$ cat config.mk
export PLATFORM = sky130hd
export DESIGN_NAME = fpu_wb_arbiter
export DESIGN_NICKNAME = d
export VERILOG_FILES = /design/src/rtl/fpu_wb_arbiter.sv
export SDC_FILE = /design/constraint.sdc
export NUM_CORES = 1
export LEC_CHECK = 0
export ABC_AREA = 1
export BUFFER_PORTS_ARGS = -buffer_cell sky130_fd_sc_hd__buf_2
export CORE_UTILIZATION = 45
export CTS_CLUSTER_SIZE = 12
export DETAILED_ROUTE_END_ITERATION = 7
export GPL_ROUTABILITY_DRIVEN = 0
export GPL_TIMING_DRIVEN = 1
export HOLD_SLACK_MARGIN = 0.05
export MAX_ROUTING_LAYER = met4
export PLACE_DENSITY_LB_ADDON = 0.15
export SLEW_MARGIN = 20
export SYNTH_ARGS = -nofsm -noshare
export SYNTH_HDL_FRONTEND = slang
export SYNTH_SLANG_ARGS = --single-unit
$ cat constraint.sdc
create_clock -name clk -period 5.1 [get_ports clk]
set_input_delay 0.765 -clock clk [delete_from_list [all_inputs] [get_ports clk]]
set_output_delay 0.765 -clock clk [all_outputs]
set_load 0.03 [all_outputs]
$ cat src/rtl/fpu_wb_arbiter.sv
// fpu_wb_arbiter
//   Writeback arbiter for the single FP register-file write port.
//   The fixed-latency FMA/convert pipe cannot be stalled, so it always wins.
//   Iterative divide/sqrt results go through a 2-entry FIFO. When the buffer
//   is empty and the pipe is idle, a divider result bypasses the FIFO.
//   Single-precision results are NaN-boxed when FLEN=64. The selected write
//   is registered, so it reaches the register file one cycle after selection.
//
// Ports
//   clk, reset            core clock, synchronous active-high reset
//   pipe_valid/rd/res/sgl FMA pipe result (no backpressure)
//   div_valid/rd/res/sgl  divider result, held until div_ready
//   div_ready             buffer has room (count < 2)
//   fwe/fwa/fwd           registered register-file write port
//   qa/qhit               hazard query: a write to qa is buffered or in flight
module fpu_wb_arbiter #(
   parameter int FLEN  = 64,
   parameter int DEPTH = 2
) (
   input  logic            clk,
   input  logic            reset,
   input  logic            pipe_valid,
   input  logic [4:0]      pipe_rd,
   input  logic [FLEN-1:0] pipe_res,
   input  logic            pipe_sgl,
   input  logic            div_valid,
   output logic            div_ready,
   input  logic [4:0]      div_rd,
   input  logic [FLEN-1:0] div_res,
   input  logic            div_sgl,
   output logic            fwe,
   output logic [4:0]      fwa,
   output logic [FLEN-1:0] fwd,
   input  logic [4:0]      qa,
   output logic            qhit
);

   // Buffer state. The 1-bit pointers wrap modulo DEPTH (=2) on their own.
   logic [1:0]      count_q, count_d;
   logic            head_q, head_d;
   logic            tail_q, tail_d;
   logic [4:0]      ent_rd_q  [DEPTH];
   logic [FLEN-1:0] ent_res_q [DEPTH];
   logic            ent_sgl_q [DEPTH];

   // Output register
   logic            fwe_q, fwe_d;
   logic [4:0]      fwa_q, fwa_d;
   logic [FLEN-1:0] fwd_q, fwd_d;

   logic            div_xfer, deq, byp, enq;
   logic            sel_valid, sel_sgl;
   logic [4:0]      sel_rd;
   logic [FLEN-1:0] sel_res, sel_box;

   assign div_ready = (count_q < 2'd2);
   assign div_xfer  = div_valid & div_ready;

   always_comb begin
      deq       = 1'b0;
      byp       = 1'b0;
      sel_valid = 1'b0;
      sel_rd    = pipe_rd;
      sel_res   = pipe_res;
      sel_sgl   = pipe_sgl;
      if (pipe_valid) begin
         sel_valid = 1'b1;
      end else if (count_q != 2'd0) begin
         deq       = 1'b1;
         sel_valid = 1'b1;
         sel_rd    = ent_rd_q[head_q];
         sel_res   = ent_res_q[head_q];
         sel_sgl   = ent_sgl_q[head_q];
      end else if (div_xfer) begin
         byp       = 1'b1;
         sel_valid = 1'b1;
         sel_rd    = div_rd;
         sel_res   = div_res;
         sel_sgl   = div_sgl;
      end
      // Any accepted divider result that did not go straight out is queued.
      enq = div_xfer & ~byp;
   end

   generate
      if (FLEN == 64) begin : g_box
         assign sel_box = sel_sgl ? {32'hFFFF_FFFF, sel_res[31:0]} : sel_res;
      end else begin : g_nobox
         assign sel_box = sel_res;
      end
   endgenerate

   always_comb begin
      count_d = count_q + {1'b0, enq} - {1'b0, deq};
      head_d  = head_q ^ deq;
      tail_d  = tail_q ^ enq;
      fwe_d   = sel_valid;
      fwa_d   = fwa_q;
      fwd_d   = fwd_q;
      if (sel_valid) begin
         fwa_d = sel_rd;
         fwd_d = sel_box;
      end
   end

   always_ff @(posedge clk) begin
      if (reset) begin
         count_q <= 2'd0;
         head_q  <= 1'b0;
         tail_q  <= 1'b0;
         fwe_q   <= 1'b0;
         fwa_q   <= 5'd0;
         fwd_q   <= '0;
      end else begin
         count_q <= count_d;
         head_q  <= head_d;
         tail_q  <= tail_d;
         fwe_q   <= fwe_d;
         fwa_q   <= fwa_d;
         fwd_q   <= fwd_d;
      end
   end

   // Entry payload needs no reset; occupancy is tracked by count/head.
   always_ff @(posedge clk) begin
      if (enq) begin
         ent_rd_q[tail_q]  <= div_rd;
         ent_res_q[tail_q] <= div_res;
         ent_sgl_q[tail_q] <= div_sgl;
      end
   end

   // An entry is live if the buffer is full, or it is the head of a 1-deep buffer.
   always_comb begin
      qhit = fwe_q & (fwa_q == qa);
      for (int i = 0; i < DEPTH; i++) begin
         if (((count_q == 2'd2) || ((count_q == 2'd1) && (head_q == 1'(i)))) &&
             (ent_rd_q[i] == qa))
            qhit = 1'b1;
      end
   end

   assign fwe = fwe_q;
   assign fwa = fwa_q;
   assign fwd = fwd_q;

   a_count_max: assert property (@(posedge clk) disable iff (reset) count_q <= 2'd2);
   a_no_enq_full: assert property (@(posedge clk) disable iff (reset)
                                   !(enq && (count_q == 2'd2)));

endmodule
Yosys cells after proc, flatten, opt, wreduce, memory -nomap -nowiden
Memory sizes are Yosys's and may differ from the RTL's. A register that Yosys moved wholly into a read port is not among the register bits.
Cells that the tools add are included.
{"block": "op_classes", "addsub": 2, "n_lt_le_gt_ge": 1, "eq_ne": 5, "n_mux": 24, "n_bitwise": 7, "n_reduce_logical": 7}
{"operator": "$mux W64", "count": 4}
{"operator": "$mux W1", "count": 17}
{"operator": "$eq A5 B5 Y1", "count": 3}
{"operator": "$mux W5", "count": 3}
{"operator": "$logic_and A1 B1 Y1", "count": 4}
{"operator": "$and A1 B1 Y1", "count": 3}
{"operator": "$add A2 B1 Y2", "count": 1}
{"operator": "$eq A2 B1 Y1 const B", "count": 1}
{"operator": "$eq A2 B2 Y1 const B", "count": 1}
{"operator": "$logic_or A1 B1 Y1", "count": 2}
{"operator": "$lt A2 B2 Y1 const B", "count": 1}
{"operator": "$not A1 Y1", "count": 2}
{"operator": "$reduce_bool A2 Y1", "count": 1}
{"operator": "$sub A2 B1 Y2", "count": 1}
{"operator": "$xor A1 B1 Y1", "count": 2}
{"block": "word_totals", "ff_bits": 74, "ram_bits": 140, "in_bits": 149, "output_inout_bits": 72, "elab_cells": 55, "n_memories": 3}
{"memory": "ent_res_q", "words": 2, "width": 64, "read_ports": 1, "rd_ports_with_merged_regs": 1, "write_ports": 1, "line_no": "43", "source": "logic [FLEN-1:0] ent_res_q [DEPTH];"}
{"memory": "ent_rd_q", "words": 2, "width": 5, "read_ports": 3, "rd_ports_with_merged_regs": 1, "write_ports": 1, "line_no": "42", "source": "logic [4:0] ent_rd_q [DEPTH];"}
{"memory": "ent_sgl_q", "words": 2, "width": 1, "read_ports": 1, "rd_ports_with_merged_regs": 1, "write_ports": 1, "line_no": "44", "source": "logic ent_sgl_q [DEPTH];"}

Logic depth before layout (Yosys ltp)
{"block": "depth", "ltp_word": 9, "depth_mapped": 10, "mapped_depth_nobuf": 9}

Least setup slack after synthesis
Ideal clock, no wire load.
{"block": "synth_path", "kind": "in2reg", "startpoint": "in pipe_valid", "endpoint": "mem ent_rd_q[1][0] (enable)", "setup_ns": 0.436, "arrival_time_ns": 2.933, "t_required_ns": 4.664, "setup_slack_ns": 1.731, "cell_stages": 6, "path_buffers": 1, "cell_sequence": "buf_6 -> clkinv_2 -> nand2_2 -> nand2_1 -> inv_1 -> ha_1"}
{"block": "synth_between", "elab_chain_cells": 5}
{"element": "from (decl)", "line_no": "22", "source": "input logic pipe_valid,"}
{"element": "$mux W1", "line_no": "66", "source": "if (pipe_valid) begin"}
{"element": "$not A1 Y1", "line_no": "82", "source": "enq = div_xfer & ~byp;"}
{"element": "$and A1 B1 Y1", "line_no": "82"}
{"element": "$mux W1", "line_no": "126", "source": "if (enq) begin"}
{"element": "$mux W1 (implied by the code)", "line_no": "127", "source": "ent_rd_q[tail_q] <= div_rd;"}
{"element": "to (decl)", "line_no": "42"}
Every way passes these cells.

Worst setup path in the final report
{"block": "layout_path", "startpoint": "in pipe_valid", "endpoint": "reg fwd_q[45] (netlist: fwd[45])"}
{"block": "layout_between", "elab_chain_cells": 2, "word_cells_on_any_way": 4, "classes_between": "mux (4)"}
{"element": "$mux W64 / $mux W1 (equally long branches)", "line_no": "66"}
{"element": "$mux W64", "line_no": "87", "source": "assign sel_box = sel_sgl ? {32'hFFFF_FFFF, sel_res[31:0]} : sel_res;"}
{"element": "to (signal assigned)", "line_no": "120", "source": "fwd_q <= fwd_d;"}
{"element": "to (decl)", "line_no": "49", "source": "logic [FLEN-1:0] fwd_q, fwd_d;"}
Several ways; a longest one is shown, not always the timed one.
A chain may end at the register's enable or synchronous reset.

==> flow_metrics.tcl <==
set metrics [dict create \
    status "complete, no violations" \
    cts_buffers 24 \
    grt_overflow_total 0 \
    p_int_mw 3.77 \
    powerDensity_nw_per_um2 497 \
    cts_sinks 214 \
    hp-class "reg -> reg" \
    routedWlPerCell_um 16.0 \
    antenna_left 0 \
    place_area_um2 11100 \
    maxSlewViolCount 0 \
    synthFlopType "edfxtp_1" \
    cp.required_ps 5540 \
    grt_usage 0.237 \
    drv_cap 0 \
    fin_util 0.546 \
    arrival_ps 3360 \
    drive_gt1_frac 0.231 \
    r2r_cells 7 \
    power.share.clock 0.285 \
    rrSetupSlack_ps 2550 \
    switching_share 0.365 \
    crit_path_start_kind "input pin" \
    leakagePower_nw 5.44 \
    drc_errors 0 \
    synth_seq_cells 214 \
    synth_commonest_cells "376 x nand2_1, 140 x edfxtp_1, 100 x a21oi_1" \
    ff_latch_area_um2 5690 \
    fin_crit_sh 0.574 \
    startpoint "pipe_valid" \
    cts_hold_buffers 0 \
    drt_first_pass_iters 5 \
    drt_iter0_drc 510 \
    syn2layout_area_growth_pct 19.0 \
    clockRootBuffer "clkbuf_16" \
    maxSlewHeadroom 0.265 \
    io_buffers 220 \
    ctsResizeCount 0 \
    busiest_layer "met2" \
    grt_setup_unrepaired "no" \
    post_cts_buffers 0 \
    hold_depth 2 \
    skew_ps 7.92 \
    num_vias 8185 \
    dp_hpwl_um 15600 \
    num-fill-cells 2079 \
    cts_tree "built" \
    yosysTopAreaCellShare 0.418 \
    critPathMaxFanout 57 \
    wl_um 26000 \
    synth_area_um2 10100 \
    initial_core_util 0.459 \
    finalHoldViolations 0 \
    die_x_um 151 \
    ir_drop_mv 0.256 \
    grt_pass1_wl_um 41000 \
    first_global_vias 7917 \
    met2_usage 0.379 \
    fp.dieH_um 151 \
    comb_power_share 0.314 \
    ys_seq_area_frac 0.566 \
    cp-end-kind "register" \
    cts_buffer_depth 3 \
    r2r_start "count_q[0]$_SDFF_PP0_" \
    core-area_um2 21900 \
    clk_latency_ps 510 \
    pwr-share-seq 0.401 \
    worstSetupPathType "in -> reg" \
    grt_max_degree 82 \
    synth_largest_area_cell "edfxtp_1" \
    setup_violations 0 \
    tns_ps 0 \
    synth_cells 1150 \
    multiInputGateArea_um2 3700 \
    worst_pin_slew_ps 1100 \
    switching_power_mw 2.17 \
    nNetsFinal 1484 \
    routed_via_density 5.02 \
    antenna_found_initial 1 \
    ys_types 35 \
    use_met3 0.0311 \
    finalCriticalPeriod_ps 2930 \
    ios 221 \
    yosysWarnings 0 \
    holdCritStartpoint "fwd[29]$_SDFFE_PP0P_" \
    synthArstFlopShare 0 \
    finish.instance_area_um2 12000 \
    die_area_um2 22900 \
    syn-num-nets 1303 \
    cts_max_level 1 \
    use_met1 0.317 \
    yosysMostFrequentCell "nand2_1" \
    synth_edf_count 140 \
    path_clk_slew_ps 60 \
    synth_area_leaders "edfxtp_1 42%, dfxtp_1 15%, nand2_1 14%" \
    syn_avg_cell_area_um2 8.74 \
    timing.fmax_mhz 342 \
    rows 54 \
]
-- through the flow --
step / power (mW) / std cells / hold WS (ps) / setup WS (ps)
floorplan: 3.78 / 1150 / 532 / 1730
global placement: 4.27 / 1583 / 434 / 1680
detailed placement: 4.29 / 1583 / 439 / 1630
CTS: 5.99 / 1627 / 438 / 2180
global route: 6.32 / 1630 / 445 / 1870
finish: 5.94 / 1632 / 448 / 2170
-- cells by family after synthesis --
family | count (synthesis) | share of synthesized area
XOR/XNOR | 12 | 0.0105
adder cells (fa/ha/maj) | 4 | 0.00498
flip-flops | 214 | 0.566
AND/OR/NAND/NOR | 521 | 0.209
buffers and inverters | 137 | 0.0682
AO/OA/AOI/OAI | 262 | 0.142
-- path summary, 6_finish.rpt --
path | to
worst min-delay path | fwd[29]$_SDFFE_PP0P_
worst max-delay path | fwd[45]$_SDFFE_PP0P_
worst min register to register | fwd[29]$_SDFFE_PP0P_
worst max register to register | fwd[45]$_SDFFE_PP0P_
-- routing by layer --
| metal | vias to the layer above | part of all wire |
|---|---|---|
| met3 | 35 | 0.061 |
| met2 | 255 | 0.46 |
| met1 | 3734 | 0.46 |
| met4 | 0 | 0.019 |
| li1 | 4161 | - |
| met5 | - | 0 |
-- final cells by class --
class / instances / area share
clock buffer: 33 / 0.0565
tap: 280 / 0.0293
sequential: 214 / 0.475
inverter: 65 / 0.0209
antenna: 3 / 0.000628
multi-input combinational: 799 / 0.310
clock inverter: 11 / 0.00826
timing repair buffer: 227 / 0.0992
-- registers in the layout, indices dropped and copies added (netlist names) --
name,count
head_q,1
ent_sgl_q,2
fwd,64
fwa,5
fwe,1
ent_rd_q,10
tail_q,1
count_q,2
ent_res_q,128
-- power by group through the flow --
stage	combinational (mW)	clock [mW]	sequential, mW
after global routing	2.10	1.80	2.42
final	1.87	1.69	2.38
after CTS	1.88	1.73	2.38
after global placement	1.85	0	2.41
after floorplan	1.04	0	2.74
after detailed placement	1.87	0	2.42
-- worst max-delay path: stages --
cell,delay [ps]
buf_2,370
clkinv_2,140
buf_4,560
nand3_4,450
nand2_1,160
nand3_1,100
nand2_2,550
nor2_1,120
nor2_1,110
-- placed cells by master (no fill, tap or decap), types with 8 or more instances in the layout --
| cell type | synthesis | layout |
|---|---|---|
| inv_1 | 57 | 56 |
| nand2_2 | 18 | 18 |
| nand3_1 | 28 | 28 |
| o21ai_2 | 15 | 15 |
| o21ai_0 | 78 | 78 |
| a21oi_1 | 100 | 100 |
| nand2_1 | 376 | 376 |
| clkbuf_16 | 0 | 25 |
| buf_2 | 29 | 220 |
| xnor2_1 | 8 | 8 |
| dfxtp_1 | 74 | 73 |
| o21ai_1 | 47 | 47 |
| a21boi_0 | 21 | 21 |
| edfxtp_1 | 140 | 140 |
| nor2_1 | 90 | 90 |
Power figures use the tool's default switching activity.
